[src/rtl/bscan_dr_generic.sv]
// Fixed-length JTAG USER data register behind bscan_generic, clocked by TCK.
// Scans carry {payload, overrun, upd_valid}; only exact-length scans commit to the fabric.
module bscan_dr_generic #(
  parameter int               WIDTH     = 32,
  parameter logic [WIDTH-1:0] RESET_VAL = '0
) (
  input  logic             clk,
  input  logic             rstn,
  input  logic             sel,
  input  logic             capture,
  input  logic             shift,
  input  logic             update,
  input  logic             tdi,
  output logic             tdo,
  input  logic [WIDTH-1:0] cap_data,
  output logic [WIDTH-1:0] upd_data,
  output logic             upd_valid,
  input  logic             upd_ready,
  output logic             overrun
);

  localparam int              CW       = $clog2(WIDTH + 4);
  localparam logic [CW-1:0]   CNT_FULL = CW'(WIDTH + 2);
  localparam logic [CW-1:0]   CNT_MAX  = CW'(WIDTH + 3);

  logic [WIDTH+1:0] sr;
  logic [CW-1:0]    cnt;
  logic             do_cap;
  logic             do_shift;
  logic             do_upd;
  logic             commit;
  logic             consume;

  // Capture outranks shift, shift outranks update, all gated by sel.
  assign do_cap   = sel & capture;
  assign do_shift = sel & shift & ~capture;
  assign do_upd   = sel & update & ~capture & ~shift;
  assign commit   = do_upd && (cnt == CNT_FULL);
  assign consume  = upd_valid & upd_ready;

  assign tdo = sr[0];

  // NOTE: state is written with non-blocking assignments so every flop samples pre-edge values.
  always_ff @(posedge clk or negedge rstn) begin
    if (!rstn) begin
      sr  <= '0;
      cnt <= '0;
    end else if (do_cap) begin
      sr  <= {cap_data, overrun, upd_valid};
      cnt <= '0;
    end else if (do_shift) begin
      sr <= {tdi, sr[WIDTH+1:1]};
      // Saturate so an over-long scan can never wrap back to the commit length.
      if (cnt != CNT_MAX) cnt <= cnt + 1'b1;
    end
  end

  always_ff @(posedge clk or negedge rstn) begin
    if (!rstn) begin
      upd_data  <= RESET_VAL;
      upd_valid <= 1'b0;
      overrun   <= 1'b0;
    end else begin
      if (commit) begin
        upd_data  <= sr[WIDTH+1:2];
        upd_valid <= 1'b1;
        if (upd_valid && !upd_ready) overrun <= 1'b1;
      end else if (consume) begin
        upd_valid <= 1'b0;
      end
      // The old flag has already been copied into sr[1] on this edge.
      if (do_cap) overrun <= 1'b0;
    end
  end

endmodule

[config.mk]
export PLATFORM = sky130hd
export DESIGN_NAME = bscan_dr_generic
export DESIGN_NICKNAME = d
export VERILOG_FILES = /design/src/rtl/bscan_dr_generic.sv
export SDC_FILE = /design/constraint.sdc
export NUM_CORES = 1
export LEC_CHECK = 0
export CORE_ASPECT_RATIO = 1.2
export CORE_MARGIN = 2
export CORE_UTILIZATION = 30
export DETAILED_ROUTE_END_ITERATION = 10
export MAX_ROUTING_LAYER = met4
export PLACE_DENSITY_LB_ADDON = 0.08
export SKIP_CTS_REPAIR_TIMING = 1
export SYNTH_ARGS = -nofsm -noshare
export SYNTH_HDL_FRONTEND = slang
export SYNTH_SLANG_ARGS = --single-unit
[constraint.sdc]
create_clock -name clk -period 2.4 [get_ports clk]
set_input_delay 0.48 -clock clk [delete_from_list [all_inputs] [get_ports clk]]
set_output_delay 0.48 -clock clk [all_outputs]
set_load 0.03 [all_outputs]
; Yosys cells after proc, flatten, opt, wreduce, memory -nomap -nowiden
; Index checks and enable logic that the tools add are counted.
; Widths: inputs -> output; s select.
[word_totals]
reg_bits = 74
in_bits = 40
out_inout_bits = 35
word_cells = 37
[op_classes]
add_sub_neg = 1
n_eq_ne = 2
n_mux = 10
bitwise_logic = 9
n_reduce_logical = 10
[ops]
columns = operator, n
row1 = $mux 34, 2
row2 = $mux 6, 3
row3 = $reduce_bool 2->1, 5
row4 = $and 1x1->1, 7
row5 = $add 6x1->6 const B, 1
row6 = $eq 6x6->1 const B, 1
row7 = $ne 6x6->1 const B, 1
row8 = $mux 1, 5
row9 = $reduce_and 2->1, 2
row10 = $logic_and 1x1->1, 2
row11 = $not 1->1, 2
row12 = $logic_not 1->1, 1

; Depth between registers and ports, before layout
[depth]
ltp_word = 6
mapped_depth = 6
depth_no_buf = 5

; Worst setup path after synthesis
; No wires, ideal clock.
[synth_timing]
path_kind = reg-to-reg
from = register cnt[3]
to = register upd_data[10]
setup_time_ps = 125
arrival_time_ps = 1776
path_slack_ps = 499
path_stages_with_launch = 5
path_buffers = 1
path_cell_list = dfrtp_1 -> or4b_4 -> nor3_4 -> buf_6 -> mux2_2
[synth_between]
elab_chain_cells = 2
[synth_rtl]
columns = item, line
row1 = start: declaration, 27  ; logic [CW-1:0] cnt;
row2 = start signal: assignment, 54  ; if (cnt != CNT_MAX) cnt <= cnt + 1'b1;
row3 = $eq 6x6->1, 38  ; assign commit = do_upd && (cnt == CNT_FULL);
row4 = $logic_and 1x1->1, 38
row5 = end signal: assignment, 65  ; upd_data <= sr[WIDTH+1:2];
row6 = end: declaration, 16  ; output logic [WIDTH-1:0] upd_data,
; Every way passes these cells.
; A chain may end at the register's enable or synchronous reset.

; Worst setup path after layout
[layout_timing]
from = register cnt[3]
to = register upd_data[12]
; Same word-level chain as after synthesis.

==> summary.md <==
| Metric | Value |
|---|---|
| Status | completed |
| Clock insertion delay at the later pin of the skew report | 0.34 ns |
| Number of enable flip-flop cells after synthesis | 0 |
| Highest clock rate | 0.502 GHz |
| Congestion Overflow GR | 0 |
| Sequential fraction of the synthesis area | 57.8% |
| CP max-delay cell | or4b_4 |
| Main synth FF type | dfrtp_1 |
| DR vias/cell | 5.41 |
| Main combinational cell family by area after synthesis | compound AO/OA/AOI/OAI gates |
| Fin crit share | 82.9% |
| Largest cells by area after synthesis | dfrtp_1, o22ai_1, mux2_2, a21oi_1, clkbuf_1 |
| Worst IR Drop VDD | 0.366 mV |
| Yosys reg bits | 74 |
| Root Driver | clkbuf_16 |
| Most frequent cells after synthesis | dfrtp_1, o22ai_1, a21oi_1, mux2_2, clkbuf_1 |
| Total GRT Usage | 16.3% |
| Vias | 2596 |
| CTS sink cnt | 74 |
| Crit end category | register |
| Pwr Density | 736 nW/um^2 |
| Clk buf depth | 2 |
| Initial core utilization | 30.6% |
| Final #Nets | 388 |
| First-pass GRT wire length | 14.4 mm |
| Adder-Cell Fraction of Synth Area | 0.782% |
| Area leader, netlist | dfrtp_1 |
| Starting DRT DRC Count | 124 |
| CTS H-tree lvls | 3 |
| XOR/XNOR Fraction of Synth Area | 0% |
| Post-synthesis compound-gate area fraction | 22.3% |
| Critical Path Start Type | register |
| Yosys synthesis warning count | 0 |
| Setup-failing EPs final | 0 |
| Die width | 98.3 um |
| Area share of and/or/nand/nor cells after synthesis | 4.22% |
| Count leader, synth | dfrtp_1 |
| Mapped Cells | 272 |
| DP HPWL | 5.25 mm |
| Worst-path clk slew | 0.06 ns |
| Crit-path max FO | 33 |
| Routed len/inst | 17.4 um |
| Ant. Diodes | 0 |
| Max_slew headroom | 52.2% |
| Max-Cap Viols | 0 |
| Pins over their slew limit | 0 |
| Pin count of the biggest net entering global routing | 44 |
| Delay-heaviest family, CP | simple AND/OR/NAND/NOR gates |
| Top cell type's share of synthesized area | 57.8% |
| TritonRoute pass-1 iters | 4 |
| Post-route ant nets | 0 |
| Io pins | 75 |
| Drt drc | 0 |
| Hold Vio Cnt, Final | 0 |
| Fill cells | 1035 |
| CTS tree | yes |
| Synth-to-layout area growth | 38.7% |
| Die area | 11500 um^2 |
| Vias in the first global route | 2816 |
| Total wire length | 8.38 mm |
| Worst endpoint required time | 2.62 ns |
| Routability cong. | 0.773 |
| Mux share of post-synthesis cell area | 11.3% |
| Layout cells sized above 1 | 17.9% |
| Core area | 10500 um^2 |
| Ys async rst share | 100% |
| Placed Cells | 464 |
| Worst R2R Path Depth | 4 |
| Buffers & Inverters on Critical Path | 1 |
| Syn Nets | 314 |
| HP Class | primary input to async pin |
| Worst reg2reg startpoint | cnt[3] |
| Crit. Startpoint | cnt[3] |
| Unrepaired setup endpoints after global routing | no |
| WP data arrival | 2.21 ns |
| Mapped cell area | 3200 um^2 |
| Slew @ Worst Pin | 0.707 ns |
| Flop-to-flop setup slack | 0.41 ns |
| RR Endpoint | upd_data[12] |
| Minimum clock period | 1.99 ns |
| Leakage power | 0.00186 uW |
| Clock skew | 0.00847 ns |
| Yosys cell types | 33 |
| Syn avg cell area | 11.8 um^2 |
| Setup Crit Path Kind | register to register |
| CP cell instances | or4b_4 -> nor3_4 -> buf_12 -> mux2_2 |
| Antenna violations before repair | 0 |
| Rows | 41 |
| Finished Layout Cells | 480 |
| Chip height | 117 um |
| Num CTS Buffers | 9 |
| PortBufs | 74 |
| Setup TNS | 0 ns |
| Worst stage delay on the critical path | 0.60 ns |
## per-stage QoR
step	total power, uW	instance area [um^2]	util, %	setup slack, ns	hold WS [ns]
2_1_floorplan	1640	3200	-	0.499	0.184
3_3_place_gp	1820	4120	39.3	0.329	0.465
3_5_place_dp	1820	4120	39.3	0.302	0.465
4_1_cts	3310	4440	42.4	0.409	0.104
5_1_grt	3410	4440	42.4	0.330	0.125
6_report	3270	4440	42.4	0.410	0.0914
## layer usage
| metal | global-route usage (%) | wire, um |
|---|---|---|
| met1 | 19.5 | 3660 |
| met2 | 26.5 | 4170 |
| met3 | 4.22 | 412 |
| met4 | 6.58 | 133 |
| met5 | - | 0 |
## worst reg2reg max path: cells and delay by family (launching register included)
family | cells | cell delay, ns
buffers and inverters | 1 | 0.24
AND/OR/NAND/NOR | 2 | 0.82
multiplexers | 1 | 0.39
flip-flops | 1 | 0.43
## flip-flops by register name, summed over array words and instances, names as in the netlist
name       flops
cnt            6
overrun        1
sr            34
upd_data      32
upd_valid      1
## worst max-delay path by stage
stage               depth (start not counted)  slack (ns)            to
finish                                      4        0.41  upd_data[12]
global route                                4        0.33   upd_data[6]
CTS                                         4        0.41  upd_data[12]
detailed placement                          5        0.30  upd_data[20]
global placement                            5        0.33  upd_data[19]
floorplan                                   4        0.50  upd_data[10]
## report_power, final
part | internal (uW) | switching [uW] | total (uW)
clock | 940 | 531 | 1470
combinational | 181 | 167 | 348
sequential | 1340 | 107 | 1450
total | 2460 | 805 | 3270
## placed cells by master (no fill, tap or decap), types with 2 or more instances in the layout
master / instances
ha_1: 2
dfrtp_1: 74
o21ai_0: 4
bufinv_16: 2
o22ai_1: 68
buf_2: 2
clkbuf_16: 9
a21oi_1: 36
mux2_2: 32
clkdlybuf4s50_1: 71
inv_1: 3
clkinv_2: 2
nand2b_1: 4
buf_12: 4
nand2_1: 7
buf_4: 7
## layout make-up
cell class | instances | area, um^2 | area share, %
multi-input cells | 173 | 1230 | 27.8
repair buffers | 84 | 853 | 19.2
flip-flops and latches | 74 | 1850 | 41.7
well taps | 129 | 161 | 3.63
clock inverters | 6 | 87.6 | 1.97
inverters | 4 | 15.0 | 0.338
clock buffers | 10 | 239 | 5.38
## kinds of logic (layout without fill, tap and decap cells)
| family | Yosys count | count (layout) |
|---|---|---|
| mux | 32 | 32 |
| buf+inv | 25 | 104 |
| simple gates | 21 | 21 |
| fa+ha+maj | 2 | 2 |
| compound gates | 118 | 118 |
| flops | 74 | 74 |
(Power assumes the default switching activity.)
